### config.mk
export PLATFORM = sky130hd
export DESIGN_NAME = mux2_arbiter
export DESIGN_NICKNAME = d
export VERILOG_FILES = /design/src/rtl/mux2_arbiter.sv
export SDC_FILE = /design/constraint.sdc
export NUM_CORES = 1
export LEC_CHECK = 0
export CORE_MARGIN = 2
export CORE_UTILIZATION = 51
export DETAILED_ROUTE_END_ITERATION = 8
export PLACE_DENSITY_LB_ADDON = 0.08
export SYNTH_ARGS = -nofsm -noshare
export SYNTH_HDL_FRONTEND = slang
export SYNTH_SLANG_ARGS = --single-unit
### constraint.sdc
create_clock -name clk -period 2.2 [get_ports clk]
set_clock_uncertainty 0.15 [all_clocks]
set_input_delay 0.33 -clock clk [delete_from_list [all_inputs] [get_ports clk]]
set_output_delay 0.33 -clock clk [all_outputs]
set_load 0.01 [all_outputs]
### src/rtl/mux2_arbiter.sv
// mux2_arbiter
// Round-robin arbiter that shares one 2:1 mux datapath between two
// requesters. Requester 0 drives `a` and requester 1 drives `b`. The
// arbiter owns the mux select, issues one-hot registered grants, and
// limits how long one side can hold the mux while the other side waits.
//
// Parameters:
//   W        - data width of a, b and y
//   MAX_HOLD - maximum consecutive grant cycles for one requester while
//              the other requests (legal range 1..255)
//
// Ports:
//   clk      - system clock, rising edge
//   rst      - synchronous, active-high reset
//   req0     - requester 0 wants the mux (data on a)
//   req1     - requester 1 wants the mux (data on b)
//   a, b     - requester data
//   gnt0     - registered grant to requester 0
//   gnt1     - registered grant to requester 1
//   sel      - registered mux select (0 = a, 1 = b)
//   y        - selected data while a grant is active, otherwise zero
//   y_valid  - gnt0 | gnt1
//   cnt0/1   - (MUX2_ARBITER_STATS_EN only) saturating counts of the
//              cycles in which gnt0/gnt1 is high
//
// Optional feature macro: MUX2_ARBITER_STATS_EN
module mux2_arbiter #(
    parameter int W        = 1,
    parameter int MAX_HOLD = 4
) (
    input  logic         clk,
    input  logic         rst,
    input  logic         req0,
    input  logic         req1,
    input  logic [W-1:0] a,
    input  logic [W-1:0] b,
    output logic         gnt0,
    output logic         gnt1,
    output logic         sel,
    output logic [W-1:0] y,
    output logic         y_valid
`ifdef MUX2_ARBITER_STATS_EN
    ,
    output logic [15:0]  cnt0,
    output logic [15:0]  cnt1
`endif
);

    generate
        if (MAX_HOLD < 1 || MAX_HOLD > 255) begin : g_bad_max_hold
            $error("mux2_arbiter: MAX_HOLD must be in 1..255");
        end
    endgenerate

    localparam logic [7:0] HOLD_LAST = 8'(MAX_HOLD - 1);

    typedef enum logic [1:0] {
        IDLE = 2'd0,
        G0   = 2'd1,
        G1   = 2'd2
    } state_t;

    state_t     state;
    state_t     state_nxt;
    logic [7:0] hold_cnt;
    // Owner of the most recent grant; the other side wins an IDLE tie.
    logic       last;

    always_comb begin
        state_nxt = state;
        case (state)
            IDLE: begin
                if (req0 && (!req1 || last)) begin
                    state_nxt = G0;
                end else if (req1) begin
                    state_nxt = G1;
                end
            end
            G0: begin
                if (!req0) begin
                    state_nxt = req1 ? G1 : IDLE;
                end else if (req1 && hold_cnt == HOLD_LAST) begin
                    state_nxt = G1;
                end
            end
            G1: begin
                if (!req1) begin
                    state_nxt = req0 ? G0 : IDLE;
                end else if (req0 && hold_cnt == HOLD_LAST) begin
                    state_nxt = G0;
                end
            end
            default: state_nxt = IDLE;
        endcase
    end

    always_ff @(posedge clk) begin
        if (rst) begin
            state    <= IDLE;
            gnt0     <= 1'b0;
            gnt1     <= 1'b0;
            sel      <= 1'b0;
            hold_cnt <= 8'd0;
            last     <= 1'b1;
        end else begin
            state <= state_nxt;
            gnt0  <= (state_nxt == G0);
            gnt1  <= (state_nxt == G1);
            if (state_nxt == G0 && state != G0) begin
                sel      <= 1'b0;
                last     <= 1'b0;
                hold_cnt <= 8'd0;
            end else if (state_nxt == G1 && state != G1) begin
                sel      <= 1'b1;
                last     <= 1'b1;
                hold_cnt <= 8'd0;
            end else if (state_nxt != IDLE && hold_cnt != HOLD_LAST) begin
                // Staying in a grant: count up, saturating so a lone
                // requester keeps the mux for as long as it likes.
                hold_cnt <= hold_cnt + 8'd1;
            end
        end
    end

    assign y_valid = gnt0 | gnt1;
    assign y       = y_valid ? (sel ? b : a) : '0;

`ifdef MUX2_ARBITER_STATS_EN
    always_ff @(posedge clk) begin
        if (rst) begin
            cnt0 <= 16'd0;
            cnt1 <= 16'd0;
        end else begin
            if (gnt0 && cnt0 != 16'hFFFF) begin
                cnt0 <= cnt0 + 16'd1;
            end
            if (gnt1 && cnt1 != 16'hFFFF) begin
                cnt1 <= cnt1 + 16'd1;
            end
        end
    end
`endif

endmodule

======== After elaboration in Yosys (flattened, before gate mapping) ========
Index checks and enable logic that the tools add are counted.
word-level totals
  register bits ........................... 14
  bits of input ports ..................... 6
  output and inout bits ................... 5
operators by class
  add/subtract/negate cells ............... 1
  equality and inequality tests ........... 8
  multiplexer cells ....................... 13
  bitwise operators ....................... 1
  reduce and logical (&&, ||, !) cells .... 13
operator list
  operator               number
  $mux W2                7
  $add A8 B1 Y8 const B  1
  $eq A8 B2 Y1 const B   1
  $ne A8 B2 Y1 const B   1
  $logic_and A1 B1 Y1    6
  $pmux W2 S3            1
  $mux W1                5
  $eq A2 B1 Y1 const B   2
  $eq A2 B2 Y1 const B   2
  $reduce_bool A2 Y1     2
  $reduce_or A3 Y1       1
  $logic_not A2 Y1       1
  $ne A2 B1 Y1 const B   1
  $ne A2 B2 Y1 const B   1
  $reduce_or A2 Y1       1
  $logic_not A1 Y1       1
  $logic_or A1 B1 Y1     1
  $or A1 B1 Y1           1

======== Depth between registers and ports, before layout ========
Gate-level depths: netlist of the first run.
  depth after elaboration ................. 9
  gate-level depth with buffers ........... 5

======== Least setup slack after synthesis of the first run ========
No wires, ideal clock.
  path type ............................... reg-to-reg
  start ................................... register hold_cnt[0]
  end ..................................... register hold_cnt[0]
  arrival ................................. 1.504 ns
  required time ........................... 1.911 ns
  setup slack ............................. 0.406 ns
  cell stages (with the launch flop) ...... 6
  buffers on the path ..................... 0
  clock period less this slack ............ 1.794 ns
  cells stage by stage .................... dfxtp_1 ha_1 nor4b_4 nand2_4 a21oi_1 nor3_1
between the ends
  longest elaborated chain between the ends .. 8
ends and longest elaborated chain
  item                                           RTL line  text
  from (decl)                                    65        logic [7:0] hold_cnt;
  from (signal assigned)                         120       hold_cnt <= hold_cnt + 8'd1;
  $eq A8 B2 Y1                                   82, 89
  $logic_and A1 B1 Y1, on equally long branches  89, 82
  $mux W2, on equally long branches              89, 82
  $mux W2, on equally long branches              87, 80
  $pmux W2 S3                                    71        case (state)
  $eq A2 B1 Y1 or $eq A2 B2 Y1 (tied branches)   109, 113
  $logic_and A1 B1 Y1, on equally long branches  109, 113
  $reduce_or A3 Y1 (no source line)              --
Several ways; a longest one is shown, not always the timed one.
A chain may end at the register's enable or synchronous reset.

======== Worst setup path after layout of the first run ========
  start ................................... register hold_cnt[0]
  end ..................................... register hold_cnt[4]
Same word-level chain as after synthesis.

==> results.md, run 1 <==
* Worst EP arrival at 1.99 ns
* Router iterations before antenna repair at 4
* Hold slack at 0.343 ns
* Final hold vios at 0
* Critical Path End Type: flip-flop
* M1 WL at 715 µm
* # DRC at 0
* Post-synth EDFFs at 0
* Hold path cells at 2
* Max Clock Freq at 506 MHz
* Worst skew pair latency at 0.29 ns
* Fin nets at 100
* Routed Wire Length at 1500 µm
* Max Cap Violations at 0
* WHS Endpoint: sel
* Distinct cells, synth at 33
* Core area at 1330 µm²
* Rel. slew slack at 0.687
* DR WL/cell at 14.0 µm
* Initial antenna violation count at 0
* Register area share after synthesis at 0.375
* GRT Residual Overflow at 0
* Vias per cell at 6.01
* Chip width at 42.3 µm
* Net load switching power at 159 µW
* Die height at 42.3 µm
* Clock share of power at 0.321
* Fin cells at 107
* PortBufs at 10
* Hold Path Class: reg -> reg
* Total track usage at 0.189
* Row count at 13
* Combinational power share at 0.202
* Fin Setup TNS at 0 ns
* Reg2reg path depth at 5
* CTS clk-pin slew, worst paths at 0.08 ns
* Clock buffer count from CTS at 3
* Switching part of the total at 0.269
* Mapped Avg Cell Area at 9.96 µm²
* Final setup vio count at 0
* N_diodes at 0
* Internal power at 430 µW
* Post-CTS Setup Repair Bufs at 0
* Post-layout minimum cycle time at 1.98 ns
* Die Area at 1790 µm²
* WL met2 at 669 µm
* Outcome: finished clean
* Initial cell density of the core at 0.560
* Via count at 643
* Setup crit start kind: flip-flop
* Met3 wire length at 91 µm
* Flop pwr share at 0.476
* #FFs+latches synth at 14
* Crit path launch: hold_cnt[0]
* Lkg Pwr at 0.000366 µW
* R2r endpoint: hold_cnt[4]
* Max layer used: met4
* Hold_sp: sel
* Crit path required time at 2.21 ns
* Worst-Margin Slew at 0.468 ns
* Max-slew violations at 0
* Routed Antenna Nets at 0
* CTS Root Buffer Type: clkbuf_4
* Share of layout cells above drive strength 1 at 0.217
* Post-synth net total at 82
* # IOs at 11
* RSZ-0062 raised after global routing: no
* Worst-path maximum fanout at 9
* Kind of critical path: reg -> reg
* Power Density at 634 nW/µm²
* HPWL after DPL at 1150 µm
* CTS tree: yes
* H-Tree Depth at 1
* Synthesized area at 747 µm²
* Clock sink count at 14
* Crit share post-route at 0.898
* Initial drt markers at 20
* Reg2reg start: hold_cnt[0]
* Max Buffers Root-to-Sink at 2
* RD Place Congestion at 0.872
* Pin count of the biggest net entering global routing at 10
* Synth-to-Final Area Change at 24.3%
* Async S/R FF share, synth at 0
* Syn Inst Count at 75
* First-pass GRT wire length at 2550 µm
* Placed instance count at 103
* Worst vdd ir at 0.468 mV
* Worst reg-to-reg setup slack at 0.22 ns
* Main synth FF type: dfxtp_1
* Vias in the first global route at 593
* Ys Warns at 0
flip-flops by register name, indices dropped and copies added, names as in the netlist:
| register | flops |
|---|---|
| gnt0 | 1 |
| gnt1 | 1 |
| hold_cnt | 8 |
| last | 1 |
| sel | 1 |
| state | 2 |
area by class of cell:
| type | count | area, µm² |
|---|---|---|
| multi-input cells | 56 | 438 |
| fillers | 101 | 405 |
| flip-flops and latches | 14 | 280 |
| repair buffers | 13 | 123 |
| clock buffers | 4 | 36.3 |
| inverters | 5 | 32.5 |
| well taps | 15 | 18.8 |
placed cells by master, fill, tap and decap left out, drive strengths merged, types with 3 or more instances in the layout:
| cell type | synthesis | layout |
|---|---|---|
| clkdlybuf4s50 | 0 | 10 |
| inv | 4 | 4 |
| xor2 | 5 | 5 |
| buf | 0 | 3 |
| nand4 | 3 | 3 |
| dfxtp | 14 | 14 |
| nor2 | 3 | 3 |
| a21oi | 6 | 6 |
| nor3 | 9 | 9 |
| clkbuf | 0 | 4 |
| nand3 | 3 | 3 |
| a31oi | 3 | 3 |
layer usage:
| metal | global-route usage | vias to the layer above |
|---|---|---|
| met5 | 0 | - |
| met1 | 0.269 | 297 |
| li1 | - | 318 |
| met2 | 0.283 | 26 |
| met3 | 0.0259 | 2 |
| met4 | 0.0813 | 0 |
cell usage after synthesis, types with 2 or more instances:
| cell type | instances | share of area |
|---|---|---|
| a21oi_1 | 6 | 0.040 |
| a31oi_1 | 3 | 0.025 |
| dfxtp_1 | 14 | 0.38 |
| inv_1 | 4 | 0.020 |
| mux2i_1 | 2 | 0.027 |
| nand3_1 | 3 | 0.020 |
| nand4_1 | 3 | 0.025 |
| nor2_1 | 3 | 0.015 |
| nor3_1 | 8 | 0.054 |
| o21a_1 | 2 | 0.020 |
| xor2_1 | 5 | 0.059 |
how the worst max path moves through the flow:
stage                              to  slack [ns]  cells after the start
final                     hold_cnt[4]        0.22                      5
after global routing             last        0.05                      6
after global placement    hold_cnt[4]        0.13                      5
after floorplan           hold_cnt[0]        0.41                      5
after CTS                 hold_cnt[4]        0.14                      5
after detailed placement  hold_cnt[6]        0.05                      5
worst max-delay path, cell delays in order, from the launching register on:
cell and delay, ns:
dfxtp_1 0.41, ha_1 0.28, nor4b_4 0.32, nand2_4 0.11
o311ai_4 0.47, nor3_1 0.10
power by group through the flow:
stage | registers [µW] | clock network (µW) | logic [µW]
after global routing | 283 | 200 | 130
after detailed placement | 286 | 0 | 118
final | 280 | 189 | 119
after CTS | 280 | 192 | 119
after floorplan | 285 | 0 | 69.4
after global placement | 285 | 0 | 115
per-stage QoR:
| stage | power (µW) | util | setup slack [ns] | instance area [µm²] |
|---|---|---|---|---|
| 2_1_floorplan | 355 | - | 0.406 | 747 |
| 3_3_place_gp | 400 | 0.666 | 0.126 | 888 |
| 3_5_place_dp | 404 | 0.666 | 0.0459 | 888 |
| 4_1_cts | 591 | 0.693 | 0.137 | 925 |
| 5_1_grt | 612 | 0.696 | 0.0525 | 928 |
| 6_report | 589 | 0.696 | 0.224 | 928 |
repair_timing:
action / in CTS / in global routing
endpoints found under the setup margin: 0 / 2
gates resized for setup: 0 / 1
hold buffers: 0 / 0
cell families (layout without fill, tap and decap cells):
group | count (synthesis) | count (layout) | synth area share
simple gates | 27 | 27 | 0.240
compound gates | 20 | 20 | 0.228
flops | 14 | 14 | 0.375
xor+xnor | 6 | 6 | 0.0704
buf+inv | 5 | 22 | 0.0435
mux | 2 | 2 | 0.0268
fa+ha+maj | 1 | 1 | 0.0167
Power figures use the tool's default switching activity.
==> run 2, diff against run 1 <==
- SETUP_SLACK_MARGIN: default -> 0.2
==> run 2 against run 1 <==
- largest cell class unchanged
- sequential power barely moved
- final cell count up 0.93%
- utilization up 3.0 points
- clock power about the same
- sequential share of layout area fell by 1.2 points
- global-route usage rose by 0.089 points
- die area stayed put
- total power rose by 2.4%
- combinational power grew 11%
- critical path depth grew 1
- via count increased by 0.16%
- routed wire length rose by 6.7%
==> results.md, run 2 (same netlist as run 1, synthesis figures left out) <==
* Chip width at 42.3 µm
* Most frequent cells in the layout: dfxtp_1 (14), clkdlybuf4s50_1 (9), nor3_1 (8)
* Core area at 1330 µm²
* RSZ-0062 raised after global routing: yes
* H-Tree Depth at 1
* PortBufs at 10
* Crit share post-route at 0.872
* Post-layout minimum cycle time at 1.92 ns
* Total power at 603 µW
* # DRC at 0
* Initial cell density of the core at 0.560
* Vias in the first global route at 584
* Fillers at 99
* Top reg by flops: hold_cnt
* Worst skew pair latency at 0.29 ns
* Vias per cell at 5.96
* Max Cap Violations at 0
* Net load switching power at 165 µW
* Synth-to-Final Area Change at 29.6%
* Worst EP arrival at 1.95 ns
* CTS Root Buffer Type: clkbuf_4
* Kind of critical path: reg -> reg
* Hold Buf Count CTS at 0
* Routed Antenna Nets at 0
* Reg2reg start: hold_cnt[0]
* HPWL after DPL at 1150 µm
* CTS clk-pin slew, worst paths at 0.09 ns
* Worst-path maximum fanout at 5
* Initial antenna violation count at 0
* Fin nets at 101
* Clock buffer count from CTS at 3
* Most common cell after layout, fill and taps aside: dfxtp_1
* Via count at 644
* Share of layout cells above drive strength 1 at 0.247
* Power Density at 622 nW/µm²
* Rel. slew slack at 0.738
* DR WL/cell at 14.8 µm
* Clock share of power at 0.315
* Max Clock Freq at 521 MHz
* Clock sink count at 14
* Crit path required time at 2.23 ns
* Hold_sp: sel
* First-pass GRT wire length at 2550 µm
* Combinational power share at 0.220
* Max Buffers Root-to-Sink at 2
* N_diodes at 0
* Critical Path End Type: flip-flop
* Switching part of the total at 0.274
* Worst vdd ir at 0.473 mV
* Biggest regs: hold_cnt (8), state (2)
* Row count at 13
* Final hold vios at 0
* Router iterations before antenna repair at 4
* Outcome: finished clean
* Die Area at 1790 µm²
* # IOs at 11
* RD Place Congestion at 0.872
* Fin Setup TNS at 0 ns
* GRT Residual Overflow at 0
* Initial drt markers at 30
* Setup crit start kind: flip-flop
* Flop pwr share at 0.465
* Crit path launch: hold_cnt[0]
* Lkg Pwr at 0.000389 µW
* Final setup vio count at 0
* Worst-Margin Slew at 0.391 ns
* Max reg flops at 8
* Internal power at 438 µW
* Core Util, Final at 0.726
* Total track usage at 0.190
* CTS tree: yes
* Routed Wire Length at 1600 µm
* Pin count of the biggest net entering global routing at 10
* Hold slack at 0.337 ns
* Hold Path Class: reg -> reg
* Max-slew violations at 0
* Die height at 42.3 µm
## run 2: changes by cell type in the layout (fill, tap and decap cells not counted), sizes merged
| cell | delta |
|---|---|
| buf | +1 |
| clkdlybuf4s50 | -1 |
| dlymetal6s2s | +1 |
## run 2: timing repair
item,4_1_cts,5_1_grt
setup endpoints to repair,8,13
pin swaps,0,1
buffers inserted,0,1
gates resized for setup,1,4
## run 2: power by group through the flow
| stage | logic (µW) | clock network [µW] | registers [µW] |
|---|---|---|---|
| 6_report | 132 | 190 | 280 |
| 5_1_grt | 142 | 202 | 283 |
| 4_1_cts | 120 | 192 | 280 |
| 3_5_place_dp | 118 | 0 | 286 |
| 3_3_place_gp | 115 | 0 | 285 |
| 2_1_floorplan | 69.4 | 0 | 285 |
## run 2: layout make-up
cell class,instances,area (µm²),area share
clock buffer,4,36.3,0.0375
inverter,5,32.5,0.0336
multi-input combinational,56,455,0.470
sequential,14,280,0.289
tap,15,18.8,0.0194
timing repair buffer,14,145,0.150
## run 2: layer usage
metal	vias to the layer above	part of all wire	global-route usage
met5	-	0	0
met4	0	0.018	0.0750
met3	2	0.042	0.0259
met2	20	0.45	0.283
met1	305	0.49	0.275
li1	317	-	-
## run 2: final timing paths
kind / cells past startpoint / endpoint / slack (ns)
worst min-delay path: 2 / sel / 0.34
worst min register to register: 2 / sel / 0.34
worst max register to register: 6 / last / 0.28
worst max-delay path: 6 / last / 0.28
## run 2: stage by stage
step / setup slack, ns / std cells / area, µm²
floorplan: 0.406 / 75 / 747
global placement: 0.126 / 103 / 888
detailed placement: 0.0459 / 103 / 888
CTS: 0.228 / 107 / 928
global route: 0.169 / 108 / 968
finish: 0.282 / 108 / 968
## run 2: critical path, stage by stage, from the launching register on
cell	delay, ns
dfxtp_1	0.41
ha_2	0.25
nor4b_4	0.30
buf_4	0.19
nand3_1	0.14
a31oi_4	0.25
a22oi_1	0.11
